==> config.mk <==
export PLATFORM = sky130hd
export DESIGN_NAME = cu_neander
export DESIGN_NICKNAME = d
export VERILOG_FILES = /design/src/rtl/cu_neander.sv
export SDC_FILE = /design/constraint.sdc
export NUM_CORES = 1
export LEC_CHECK = 0
export CAP_MARGIN = 20
export CORE_MARGIN = 1.5
export CORE_UTILIZATION = 41
export CTS_BUF_LIST = sky130_fd_sc_hd__clkbuf_4
export CTS_CLUSTER_DIAMETER = 30
export CTS_CLUSTER_SIZE = 10
export DETAILED_ROUTE_END_ITERATION = 12
export PLACE_DENSITY_LB_ADDON = 0.08
export RECOVER_POWER = 100
export SYNTH_ARGS = -nofsm -noshare
export SYNTH_HDL_FRONTEND = slang
export SYNTH_SLANG_ARGS = --single-unit
==> constraint.sdc <==
create_clock -name clk -period 1.55 [get_ports clk]
set_input_delay 0.3875 -clock clk [delete_from_list [all_inputs] [get_ports clk]]
set_output_delay 0.3875 -clock clk [all_outputs]
set_load 0.005 [all_outputs]
==> src/rtl/cu_neander.sv <==
// Control unit for the Neander accumulator CPU: fetch/decode/execute FSM (T0..T7, HALT).
// Optional macro CU_MEM_WAIT_EN adds mem_ready and stalls every memory state until it is high.
module cu_neander (
    input  logic       clk,
    input  logic       rst,
    input  logic [3:0] opcode,
    input  logic       flag_n,
    input  logic       flag_z,
`ifdef CU_MEM_WAIT_EN
    input  logic       mem_ready,
`endif
    output logic       load_pc,
    output logic       inc_pc,
    output logic       sel,
    output logic       load_rem,
    output logic       load_rdm,
    output logic       load_ri,
    output logic       load_ac,
    output logic       load_nz,
    output logic       mem_read,
    output logic       mem_write,
    output logic [2:0] alu_op,
    output logic       halted
);

    typedef enum logic [3:0] {T0, T1, T2, T3, T4, T5, T6, T7, HALT} state_t;

    state_t state;
    logic   ready;
    logic   mem_state;
    logic   stall;
    logic   is_mem_op;
    logic   jump_taken;

`ifdef CU_MEM_WAIT_EN
    assign ready = mem_ready;
`else
    assign ready = 1'b1;
`endif

    // T1, T4 and T6 are the only states that strobe memory on every path that reaches them.
    assign mem_state  = (state == T1) || (state == T4) || (state == T6);
    assign stall      = mem_state && !ready;
    assign is_mem_op  = (opcode >= 4'h1) && (opcode <= 4'h5);
    assign jump_taken = (opcode == 4'h8) || ((opcode == 4'h9) && flag_n) ||
                        ((opcode == 4'hA) && flag_z);

    always_ff @(posedge clk) begin
        if (rst) begin
            state <= T0;
        end else if (!stall) begin
            case (state)
                T0: state <= T1;
                T1: state <= T2;
                T2: state <= T3;
                T3: begin
                    if (is_mem_op)
                        state <= T4;
                    else if (opcode == 4'hF)
                        state <= HALT;
                    else if (jump_taken)
                        state <= T4;
                    else
                        state <= T0;
                end
                T4: state <= T5;
                T5: state <= is_mem_op ? T6 : T0;
                T6: state <= (opcode == 4'h1) ? T0 : T7;
                T7: state <= T0;
                HALT: state <= HALT;
                default: state <= T0;
            endcase
        end
    end

    always_comb begin
        load_pc   = 1'b0;
        inc_pc    = 1'b0;
        sel       = 1'b0;
        load_rem  = 1'b0;
        load_rdm  = 1'b0;
        load_ri   = 1'b0;
        load_ac   = 1'b0;
        load_nz   = 1'b0;
        mem_read  = 1'b0;
        mem_write = 1'b0;
        alu_op    = 3'b000;
        halted    = 1'b0;
        // Reset silences every output, even in the cycle the state register is already T0.
        if (!rst) begin
            case (state)
                T0: load_rem = 1'b1;
                T1: begin
                    mem_read = 1'b1;
                    load_rdm = 1'b1;
                    inc_pc   = ready;
                end
                T2: load_ri = 1'b1;
                T3: begin
                    if (is_mem_op) begin
                        load_rem = 1'b1;
                    end else if (opcode == 4'h6) begin
                        load_ac = 1'b1;
                        load_nz = 1'b1;
                        alu_op  = 3'b011;
                    end else if ((opcode >= 4'h8) && (opcode <= 4'hA)) begin
                        if (jump_taken)
                            load_rem = 1'b1;
                        else
                            inc_pc = 1'b1;
                    end
                end
                T4: begin
                    mem_read = 1'b1;
                    load_rdm = 1'b1;
                    inc_pc   = is_mem_op && ready;
                end
                T5: begin
                    if (is_mem_op) begin
                        sel      = 1'b1;
                        load_rem = 1'b1;
                    end else begin
                        load_pc = 1'b1;
                    end
                end
                T6: begin
                    sel = 1'b1;
                    if (opcode == 4'h1) begin
                        mem_write = 1'b1;
                    end else begin
                        mem_read = 1'b1;
                        load_rdm = 1'b1;
                    end
                end
                T7: begin
                    load_ac = 1'b1;
                    load_nz = 1'b1;
                    case (opcode)
                        4'h2:    alu_op = 3'b100;
                        4'h4:    alu_op = 3'b001;
                        4'h5:    alu_op = 3'b010;
                        default: alu_op = 3'b000;
                    endcase
                end
                HALT: halted = 1'b1;
                default: ;
            endcase
        end
    end

endmodule

==> metrics.txt, run 1 <==
number of flops mapped to enable cells by yosys 0; #FFs+latches synth 4; GRT repair_timing worst endpoint inc_pc; CTS sink cnt 4; Main synth FF type dfxtp_1; Placer Congestion between 0.8 and 0.9; Yosys cell types 42; synthesized net count around 90; CTS Hold Buffers Added 0; Post-Place Cell Area 1020 um2; IO Count 22; Synth warnings 0; port buffer count 21; Cell Area, Synth 622 um2; run status stopped before the end; HPWL Detailed between 1500 and 2000 um; Seq/Total Area, Yosys 0.129; num rows 13; Post-synth top cells nor2_1, nand2_1, a21oi_1; mean post-synth cell area 7.40 um2; Post-Synthesis Cells 84; most frequent cell after synthesis nor2_1; Post-synth ARST share 0; clk root buf clkbuf_4; type of pin the worst path ends at primary output; largest net degree at the start of global routing 9; Synth area leaders dfxtp_1, nor2_1, a21oi_1, nand2_1, a2111oi_4; Synth area leader dfxtp_1; H-Tree Depth 1; die extent in x 41.9 um; Inserted Clock Buffers 3; Die Span Y between 40 and 50 um; Error [ERROR DPL-0038] Utilization greater than 100%, impossible to legalize; Yosys top cell area share 0.129; Failed at global routing; Max clock buf depth 2; initial core utilization 0.461
## timing repair
item | CTS
hold endpoints to repair | 0
pin swaps | 17
setup buffers | 16
endpoints found under the setup margin | 18
gates resized for setup | 132
## kinds of logic after synthesis
group           synth area share
simple gates               0.459
compound gates             0.239
buf+inv                    0.111
flops                      0.129
xor+xnor                  0.0282
mux                       0.0342
## stage by stage
stage / hold WS (ps) / cells / setup WS [ps] / util / setup TNS, ps
global placement: 680 / 140 / -1180 / 0.756 / -14650
CTS: 596 / 158 / -288 / 0.945 / -2490
detailed placement: 690 / 140 / -1250 / 0.756 / -15120
floorplan: 554 / 84 / -97.5 / - / -192
==> inputs of run 2 (changes only) <==
- CORE_AREA: default -> 2 2 63 65
- CORE_MARGIN: 1.5 -> default
- CORE_UTILIZATION: 41 -> default
- CTS_BUF_LIST: sky130_fd_sc_hd__clkbuf_4 -> default
- CTS_CLUSTER_DIAMETER: 30 -> default
- CTS_CLUSTER_SIZE: 10 -> default
- DIE_AREA: default -> 0 0 65 67
- PLACE_DENSITY_LB_ADDON: 0.08 -> 0.15
- clock period: 1.55 -> 2 ns (I/O delays scaled with it)
==> run 2 against run 1 <==
The flow now finishes, with violations (setup timing). Synthesized area did not move. Synthesized cell count did not move.
==> metrics.txt, run 2 <==
Hold Crit Depth 2; Max Cap Viol 0; final net count between 150 and 200; vias per inst 4.34; number of flops mapped to enable cells by yosys 0; max FFs per register 4; clk_skew 2.28 ps; Main synth FF type dfxtp_1; Critical Path Start Type input port; met3 wire len roughly 120 um; area of the multi-input gates 581 um2; post-route design area 1320 um2; DR WL/cell 12.4 um; Synth area leader dfxtp_1; Yosys cell types 42; leakage power total 0.598 nW; total track usage 0.106; CP Launch Point opcode[0]; synthesized net count 92; commonest non-fill, non-tap cells in the layout buf_4, nor2_1, buf_2, buf_6, nand2_1; #FFs+latches synth 4; fill count 387; Post-Synth Simple-Gate Area 0.459; Iter 0 DRT Violations 25; Largest regs state x4; WS Path Type input port to output pin; Synth Area in Compound Gates 0.239; Clock Latency Late Sink 220 ps; share of cells above drive strength 1 0.636; Max clock buf depth 2; initial core utilization 0.172; post-synthesis mux area share 0.0342; Placer Congestion 0.763; post-layout minimum cycle time 2090 ps; hold path start state[0]$_SDFF_PP0_; initial antenna violation count 0; vias in the first global route 773; first-pass GRT wire length 3580 um; Area Overhead vs Synth 112%; antenna cells 0; Peak Freq 478 MHz; VDD IR max 222 uV; XOR/XNOR share of the synthesized area 0.0282; Place WS -873 ps; Synth warnings 0; Synth area leaders dfxtp_1, nor2_1, a21oi_1, nand2_1, a2111oi_4; failing checks setup timing; P per Cell Area 370 nW/um2; Inserted Clock Buffers 3; Final Setup Violations 2; Worst Tran Pin Value between 300 and 400 ps; Critical R2R Launch state[3]$_SDFF_PP0_; run status finished with violations; Worst R2R Path Depth 5; Die Footprint 4360 um2; R2R Path End state[3]$_SDFF_PP0_; Yosys top cell area share 0.129; Slew Limit Fails 0; HPWL Detailed roughly 1600 um; port buffer count 21; CP required 1500 ps; Die Span Y 67 um; Worst Hold Class register to register; unrepaired setup endpoints after global routing true; Core Footprint 3610 um2; num rows 22; Post-synth top cells nor2_1, nand2_1, a21oi_1; H-Tree Depth 1; final WL 2360 um; reg2reg setup slack 410 ps; Detailed Routing Iterations Pass 1 4; Seq/Total Area, Yosys 0.129; Cell Area, Synth 622 um2; mean post-synth cell area between 7 and 8 um2; die extent in x approximately 65 um; largest net degree at the start of global routing 13; Slew HR 0.745; most frequent cell after synthesis nor2_1; Routed Antenna Nets 0; Reg with most FFs state; clk root buf clkbuf_8; commonest non-fill, non-tap cell in the layout buf_4; wl on met1 between 1000 and 1500 um; CTS sink cnt 4; post-route total power 0.000488 W; dpl cells 173; DRC Markers 0; final period utilization 1.05; IO Count 22; TritonCTS clock tree done; Max FO, Critical Path 4; Endpoint, Worst Hold state[0]$_SDFF_PP0_; largest family of logic cells by synthesized area simple AND/OR/NAND/NOR gates; setup ws final -90.4 ps; Post-Place Cell Area 1050 um2; total gr overflow 0; Sequential cell area between 90 and 100 um2; Worst-path clk slew 30 ps; synthesized-area fraction occupied by adder cells 0; Crit. End Element output pin; Final Hold Violating Endpoints 0; arrival time at the worst endpoint 1590 ps; non-filler instance count after layout 191; highest metal used met3; WL met2 1190 um; via count just over 800; Post-Synthesis Cells 84; Post-synth ARST share 0
-- run 2: cell counts after synthesis --
No cell type changed its count.
-- run 2: kinds of logic after synthesis --
kind of cell              after synthesis
and+or+nand+nor                        47
AOI/OAI and AO/OA                      18
buffers and inverters                  11
DFF                                     4
xor gates and xnor gates                2
muxes                                   2
-- run 2: per-layer routing --
metal	GRT usage	vias up
met5	0	-
met4	0.0160	0
met3	0.0186	0
met2	0.196	24
met1	0.129	383
li1	-	422
-- run 2: how the worst max path moves through the flow --
| stage | to |
|---|---|
| 2_1_floorplan | load_rem |
| 3_3_place_gp | inc_pc |
| 3_5_place_dp | load_rem |
| 4_1_cts | load_rem |
| 5_1_grt | inc_pc |
| 6_report | load_rem |
-- run 2: final cells by class --
cell class              instances  area share
repair buffers                 65       0.409
flip-flops and latches          4      0.0692
multi-input cells              69       0.440
clock buffers                   3      0.0313
inverters                       2     0.00569
well taps                      48      0.0455
-- run 2: repair_timing --
action,in CTS,in global routing
setup buffers,8,8
hold buffers,0,0
pin swaps,11,10
endpoints found under the setup margin,14,10
cloned,0,0
resized for setup,96,28
-- run 2: worst max-delay path, cell delays in order --
cell	delay [ps]
buf_8	100
nand2b_4	140
a2111oi_4	380
or2_1	180
a32o_1	180
buf_2	120
-- run 2: per-stage QoR --
| step | setup TNS, ps | utilization | hold WS (ps) |
|---|---|---|---|
| after floorplan | 0 | - | 554 |
| after global placement | -9960 | 0.291 | 584 |
| after detailed placement | -10040 | 0.291 | 586 |
| after CTS | -128 | 0.339 | 591 |
| after global routing | -307 | 0.366 | 620 |
| final | -175 | 0.366 | 591 |
-- run 2: where the power goes --
part           internal [W]  switching (W)   total, W
registers         0.0000845     0.00000705  0.0000916
logic              0.000128      0.0000966   0.000225
clock network      0.000128      0.0000431   0.000172
(Power assumes the default switching activity.)
==> inputs of run 3 (changes only) <==
- RECOVER_POWER: 100 -> 25
- clock period: 2 -> 2.5 ns (I/O delays scaled with it)
==> run 3 against run 2 <==
The flow now finishes without violations. Register-to-register slack gained 440 ps. Die area is the same. Sequential share of layout area grew 0.43 points. Total power shrank 29%. Utilization shrank 5.9 points. Non-clock buffer count shrank 18. Critical path depth grew 1. Global-route usage shrank 0.56 points. Clock power shrank 22%. Clock skew shrank 1.8 ps. Critical path type unchanged. Critical endpoint is now mem_read. Largest cell class unchanged.
==> metrics.txt, run 3 (synthesized netlist as in run 2, its figures left out) <==
num rows 22; total track usage 0.100; Max clock buf depth 2; run status completed; commonest non-fill, non-tap cells in the layout buf_4, nor2_1, nand2_1, dlygate4sd2_1, a21oi_1; clk_skew 0.425 ps; CTS sink cnt 4; via count 760; max FFs per register 4; Final Setup Violations 0; DRC Markers 0; Inserted Clock Buffers 3; IO Count 22; Die Span Y 67 um; post-route design area 1110 um2; Worst path max stage delay 300 ps; Core Footprint 3610 um2; HPWL Detailed approximately 1600 um; P per Cell Area 312 nW/um2; Max Cap Viol 0; reg2reg setup slack 850 ps; Sequential cell area 81.3 um2; VDD IR max 283 uV; commonest non-fill, non-tap cell in the layout buf_4; final WL 2020 um; vias per inst 4.39; Reg with most FFs state; WS Path Type input port to output pin; final net count 135; Worst path slowest cell nor4b_4; post-layout minimum cycle time about 2400 ps; Post-Place Cell Area between 900 and 1000 um2; Die Footprint 4360 um2; die extent in x 65 um; DR WL/cell 11.6 um; port buffer count 21; TritonCTS clock tree done; Worst Hold Class register to register; Detailed Routing Iterations Pass 1 4; Clock Latency Late Sink 210 ps; leakage power total 0.485 nW; Slew HR 0.757; Routed Antenna Nets 0; final period utilization 0.968; initial antenna violation count 0; H-Tree Depth 1; Placer Congestion 0.817; Peak Freq 413 MHz; Slew Limit Fails 0; Area Overhead vs Synth 77.9%; vias in the first global route just under 800; Final Hold Violating Endpoints 0; antenna cells 0; initial core utilization 0.172; CP required 1880 ps; first-pass GRT wire length between 3000 and 4000 um; share of cells above drive strength 1 0.456; Largest regs state x4; CTS Hold Buffers Added 0; crit-path cells clkdlybuf4s15_1 -> buf_6 -> nor4b_4 -> clkbuf_4 -> o22a_1 -> nor2_2 -> clkbuf_2; arrival time at the worst endpoint about 1800 ps; total gr overflow 0; Crit. End Element output pin; Critical Path Start Type input port; unrepaired setup endpoints after global routing false; Max FO, Critical Path 4; area of the multi-input gates 539 um2; Iter 0 DRT Violations 32; fill count 413; Worst-path clk slew 30 ps; post-route total power 0.000345 W; largest net degree at the start of global routing 13; Worst Tran Pin Value approximately 360 ps; clk root buf clkbuf_8
## run 3: worst max-delay path, delay by kind of cell
| kind | cells | cell delay, ps |
|---|---|---|
| simple gates | 2 | 340 |
| buf+inv | 4 | 690 |
| compound gates | 1 | 140 |
## run 3: what timing repair did
item,CTS,global route
setup buffers,5,1
pin swaps,8,5
resized for setup,52,14
endpoints found under the setup margin,14,7
## run 3: per-stage QoR
step	hold WS, ps	setup TNS, ps	instances	util	worst slack, ps
floorplan	554	0	84	-	359
global placement	686	-6380	164	0.272	-673
detailed placement	681	-6390	164	0.272	-650
CTS	710	-22.0	172	0.306	-22.0
global route	710	0	173	0.307	8.03
finish	663	0	173	0.307	79.5
## run 3: final timing paths
kind / end / startpoint / cells after the start
max: mem_read / opcode[3] / 7
min: state[0]$_SDFF_PP0_ / state[0]$_SDFF_PP0_ / 2
max reg2reg: state[3]$_SDFF_PP0_ / state[3]$_SDFF_PP0_ / 5
min reg2reg: state[0]$_SDFF_PP0_ / state[0]$_SDFF_PP0_ / 2
## run 3: power breakdown
group | total, W | internal, W | switching [W]
registers | 0.0000732 | 0.0000684 | 0.00000483
logic | 0.000138 | 0.0000726 | 0.0000656
clock network | 0.000134 | 0.000102 | 0.0000314
## run 3: per-layer routing
metal  track usage  wire length, um  part of all wire
met2         0.159              903              0.45
met1         0.136             1030              0.51
met3       0.00845               72             0.036
met4        0.0479               14            0.0069
met5             0                0                 0
## run 3: final cells by class
cell class	instances	share of cell area
multi-input cells	69	0.488
inverters	2	0.00679
well taps	48	0.0543
clock buffers	3	0.0373
repair buffers	47	0.340
flip-flops and latches	4	0.0735
==> inputs of run 4 (changes only) <==
- GPL_TIMING_DRIVEN: default -> 0
==> run 4 against run 3 <==
Final area fell by 0.34%. First-iteration DRC count fell by 41%. Largest power group unchanged. Worst setup slack got worse by 9.4 ps. Utilization decreased by 0.10 points.
==> metrics.txt, run 4 (synthesized netlist as in run 2, its figures left out) <==
run status completed; final period utilization 0.972; IO Count 22; Post-Place Cell Area 872 um2; reg2reg setup slack 990 ps; Critical Path Start Type input port; Max clock buf depth 2; Worst R2R Path Depth 4; Final Setup Violations 0; Reg with most FFs state; Largest regs state x4; TritonCTS clock tree done; num rows 22; clk_skew 1.16 ps; initial core utilization 0.172; Place WS -700 ps; vias per inst 4.41; share of cells above drive strength 1 0.415; Iter 0 DRT Violations 19; Peak Freq 412 MHz; Slew Limit Fails 0; commonest non-fill, non-tap cells in the layout buf_4, nor2_1, dlygate4sd2_1; fill count a little over 400; Clock Latency Late Sink between 200 and 250 ps; Endpoint, Worst Hold state[2]$_SDFF_PP0_; Worst Hold Class register to register; hold path start state[0]$_SDFF_PP0_; R2R Path End state[3]$_SDFF_PP0_; Die Span Y 67 um; final WL 1990 um; first-pass GRT wire length 3380 um; CTS Hold Buffers Added 0; arrival time at the worst endpoint 1800 ps; Final Hold Violating Endpoints 0; vias in the first global route 730; DR WL/cell about 12 um; largest net degree at the start of global routing 11; Detailed Routing Iterations Pass 1 4; Inserted Clock Buffers 3; non-filler instance count after layout 166; post-layout minimum cycle time 2430 ps; Max FO, Critical Path 5; P per Cell Area 312 nW/um2; max FFs per register 4; via count 732; total gr overflow 0; Worst Tran Pin Value 315 ps; HPWL Detailed 1420 um; antenna cells 0; Worst-path clk slew 30 ps; Max Cap Viol 0; WS Path Type input port to output pin; CTS sink cnt 4; Area Overhead vs Synth 77.3%; total track usage 0.0998; clk root buf clkbuf_8; port buffer count 19; Critical R2R Launch state[3]$_SDFF_PP0_; VDD IR max 231 uV; Crit. End Element output pin; die extent in x about 65 um; fin util 0.306; initial antenna violation count 0; Die Footprint about 4400 um2; post-route total power 0.000344 W; unrepaired setup endpoints after global routing true; Routed Antenna Nets 0; H-Tree Depth 1; DRC Markers 0; post-route design area around 1100 um2; setup ws final 70.0 ps; dpl cells 151; CP required roughly 1900 ps; Slew HR 0.788; commonest non-fill, non-tap cell in the layout buf_4; Core Footprint 3610 um2; Hold Crit Depth 3; leakage power total 0.479 nW; final net count 128; Placer Congestion 0.831
run 4: worst max-delay path, cell delays in order:
cell and delay [ps]:
buf_8 100, buf_8 130, buf_12 120, a2111oi_4 360
or2_1 160, buf_4 110, o32ai_2 70, buf_2 130
run 4: what timing repair did:
item,CTS,global route
endpoints found under the setup margin,14,4
pin swaps,10,3
gates resized for setup,53,9
hold endpoints to repair,0,0
buffers inserted,11,2
gates cloned,1,0
run 4: power by group:
| part | switching (W) | internal [W] | leakage (nW) |
|---|---|---|---|
| Sequential | 0.00000538 | 0.0000687 | 0.0336 |
| Combinational | 0.0000645 | 0.0000724 | 0.424 |
| Clock | 0.0000307 | 0.000102 | 0.0216 |
run 4: layout make-up:
class	count	area [um2]	share of cell area
Multi-Input combinational cell	69	541	0.490
Timing Repair Buffer	31	278	0.252
Buffer	9	92.6	0.0840
Sequential cell	4	82.6	0.0749
Tap cell	48	60.1	0.0545
Clock buffer	3	41.3	0.0375
Inverter	2	7.51	0.00681
run 4: per-stage QoR:
step / hold WS [ps] / TNS [ps]
floorplan: 554 / 0
global placement: 631 / -7350
detailed placement: 606 / -7240
CTS: 625 / 0
global route: 679 / -2.13
finish: 632 / 0
run 4: how the worst max path moves through the flow:
stage | startpoint | endpoint | slack, ps | depth (start not counted)
after detailed placement | opcode[3] | inc_pc | -700 | 5
final | opcode[1] | inc_pc | 70 | 8
after floorplan | opcode[0] | load_rem | 360 | 5
after global placement | opcode[1] | mem_read | -720 | 7
after global routing | opcode[1] | load_rdm | -2 | 6
after CTS | opcode[3] | load_nz | 8 | 7
run 4: routing by layer:
layer / GRT usage / vias to the layer above / part of all wire
met2: 0.155 / 18 / 0.46
met3: 0.0186 / 2 / 0.041
li1: - / 374 / -
met1: 0.135 / 338 / 0.49
met5: 0 / - / 0
met4: 0.0399 / 0 / 0.0045
==> patch (settings of run 2) <==
Add a define of `CU_MEM_WAIT_EN`.
--- a/src/rtl/cu_neander.sv
+++ b/src/rtl/cu_neander.sv
@@ -1,5 +1,7 @@
 // Control unit for the Neander accumulator CPU: fetch/decode/execute FSM (T0..T7, HALT).
 // Optional macro CU_MEM_WAIT_EN adds mem_ready and stalls every memory state until it is high.
+`define CU_MEM_WAIT_EN
+
 module cu_neander (
     input  logic       clk,
     input  logic       rst,
Ports: changed (added mem_ready); port bits go from 22 to 23. No check against the original RTL was run, so the function may have changed too.
==> patch against run 2 <==
The run still ends with negative setup slack left; wire length grew 6.1%; worst setup slack got worse by 53 ps; clock power fell by 3%; synthesized cell count grew 1.2%; critical path type unchanged; cell area grew 8.0%; sequential power decreased by 2.7%; combinational power is 2% higher; sequential cell count unchanged; die area unchanged; cell count grew 5.8%; total power fell by 0.58%; largest power group unchanged; area after synthesis is 7.4% higher.
==> patch: results (changes against run 2) <==
stage,metric,value,unit,change
setup_path,slowest_delay,290,ps,was 380 ps
global_route,grt_pass1_wl,4271,µm,was 3581 µm
synth,synth.net_count,94,,was 92
global_route,antenna_found_initial,0,,unchanged
timing,setup_ws,-143.1,ps,was -90.38 ps
synth,syn_inst,85,,was 84
timing,final.setup.tns,-590.1,ps,was -175.3 ps
synth,seq_area_frac_synth,11.99,%,was 12.88%
timing,tightest_slew,380.6,ps,was 378.9 ps
routing,drt_wl_total,2504,µm,was 2361 µm
timing,setup_violations,9,,was 2
power,switching_share,29.14,%,was 30.07%
run_status,violations,negative setup slack,,unchanged
timing,skew,3.072,ps,was 2.275 ps
run_status,outcome,"finished, violations left",,unchanged
place,detailed_place.area,1100,µm²,was 1049 µm²
power,seqPwrFrac,18.4,%,was 18.8%
finish,fin_nets,165,,was 153
synth,synth_mux_area_share,1.498,%,was 3.421%
place,numPortBuffers,22,,was 21
place,dp_cells,177,,was 173
global_route,grt_pass1_vias,933,,was 773
setup_path,critical_path_arrival,1640,ps,was 1590 ps
power,clockPowerShare,34.3,%,was 35.2%
power,power.internal,0.3437,mW,was 0.3412 mW
place,gp_congestion,0.7883,,was 0.7633
clock_network,cts.repair.resized,103,,was 96
power,ir_worst_vdd,0.0001586,V,was 0.0002219 V
clock_network,post-cts-setup-buffers,18,,was 8
synth,synthTopCellsByCount,"9 x nand2_1, 9 x nor2_1, 5 x a21oi_1, 5 x buf_6, 5 x nor3_1",,"was 12 x nor2_1, 8 x nand2_1, 7 x a21oi_1"
setup_path,cp_max_fo,4,,unchanged
place,dp_hpwl,1691,µm,was 1636 µm
min_path,hold_class,in -> reg,,was reg -> reg
routing,drt_iter0_drc,11,,was 25
synth,synth_compound_area_share,29.40,%,was 23.94%
finish,final.fill_count,359,,was 387
finish,drive_gt1_share,66.88,%,was 63.64%
global_route,grt_max_degree,14,,was 13
synth,synth-xor-area-share,1.311,%,was 2.817%
power,p_leak,0.6458,nW,was 0.5976 nW
place,pre_cts_ws,-941.3,ps,was -872.8 ps
synth,netlist_top_cells_area,"dfxtp_1 12%, buf_6 8.4%, nand2_1 5.1%",,"was dfxtp_1 13%, nor2_1 7.2%, a21oi_1 5.6%"
routing,vias_per_cell,4.406,,was 4.340
global_route,grt_use_total,12.67,%,was 10.57%
routing,num_vias,890,,was 829
[patch: layout make-up]
type	instances	area, µm²	area share (%)
timing repair buffer	76	633.1	44.42
multi-input combinational	69	603.1	42.32
sequential	4	80.08	5.619
tap	48	60.06	4.214
clock buffer	3	41.29	2.897
inverter	2	7.507	0.5268
[patch: per-layer routing]
layer | part of all wire [%] | track usage [%]
met1 | 44 | 15.49
met3 | 4.2 | 2.872
met4 | 2.0 | 2.660
met2 | 49 | 22.55
met5 | 0 | 0
[patch: worst paths after layout]
path | startpoint | end | slack [ps] | depth (start not counted)
worst max-delay path | opcode[2] | load_rem | -140 | 7
worst min-delay path | rst | state[2]$_SDFFE_PP0N_ | 570 | 3
worst max register to register | state[1]$_SDFFE_PP0N_ | state[0]$_SDFFE_PP0N_ | 320 | 11
worst min register to register | state[2]$_SDFFE_PP0N_ | state[0]$_SDFFE_PP0N_ | 730 | 2
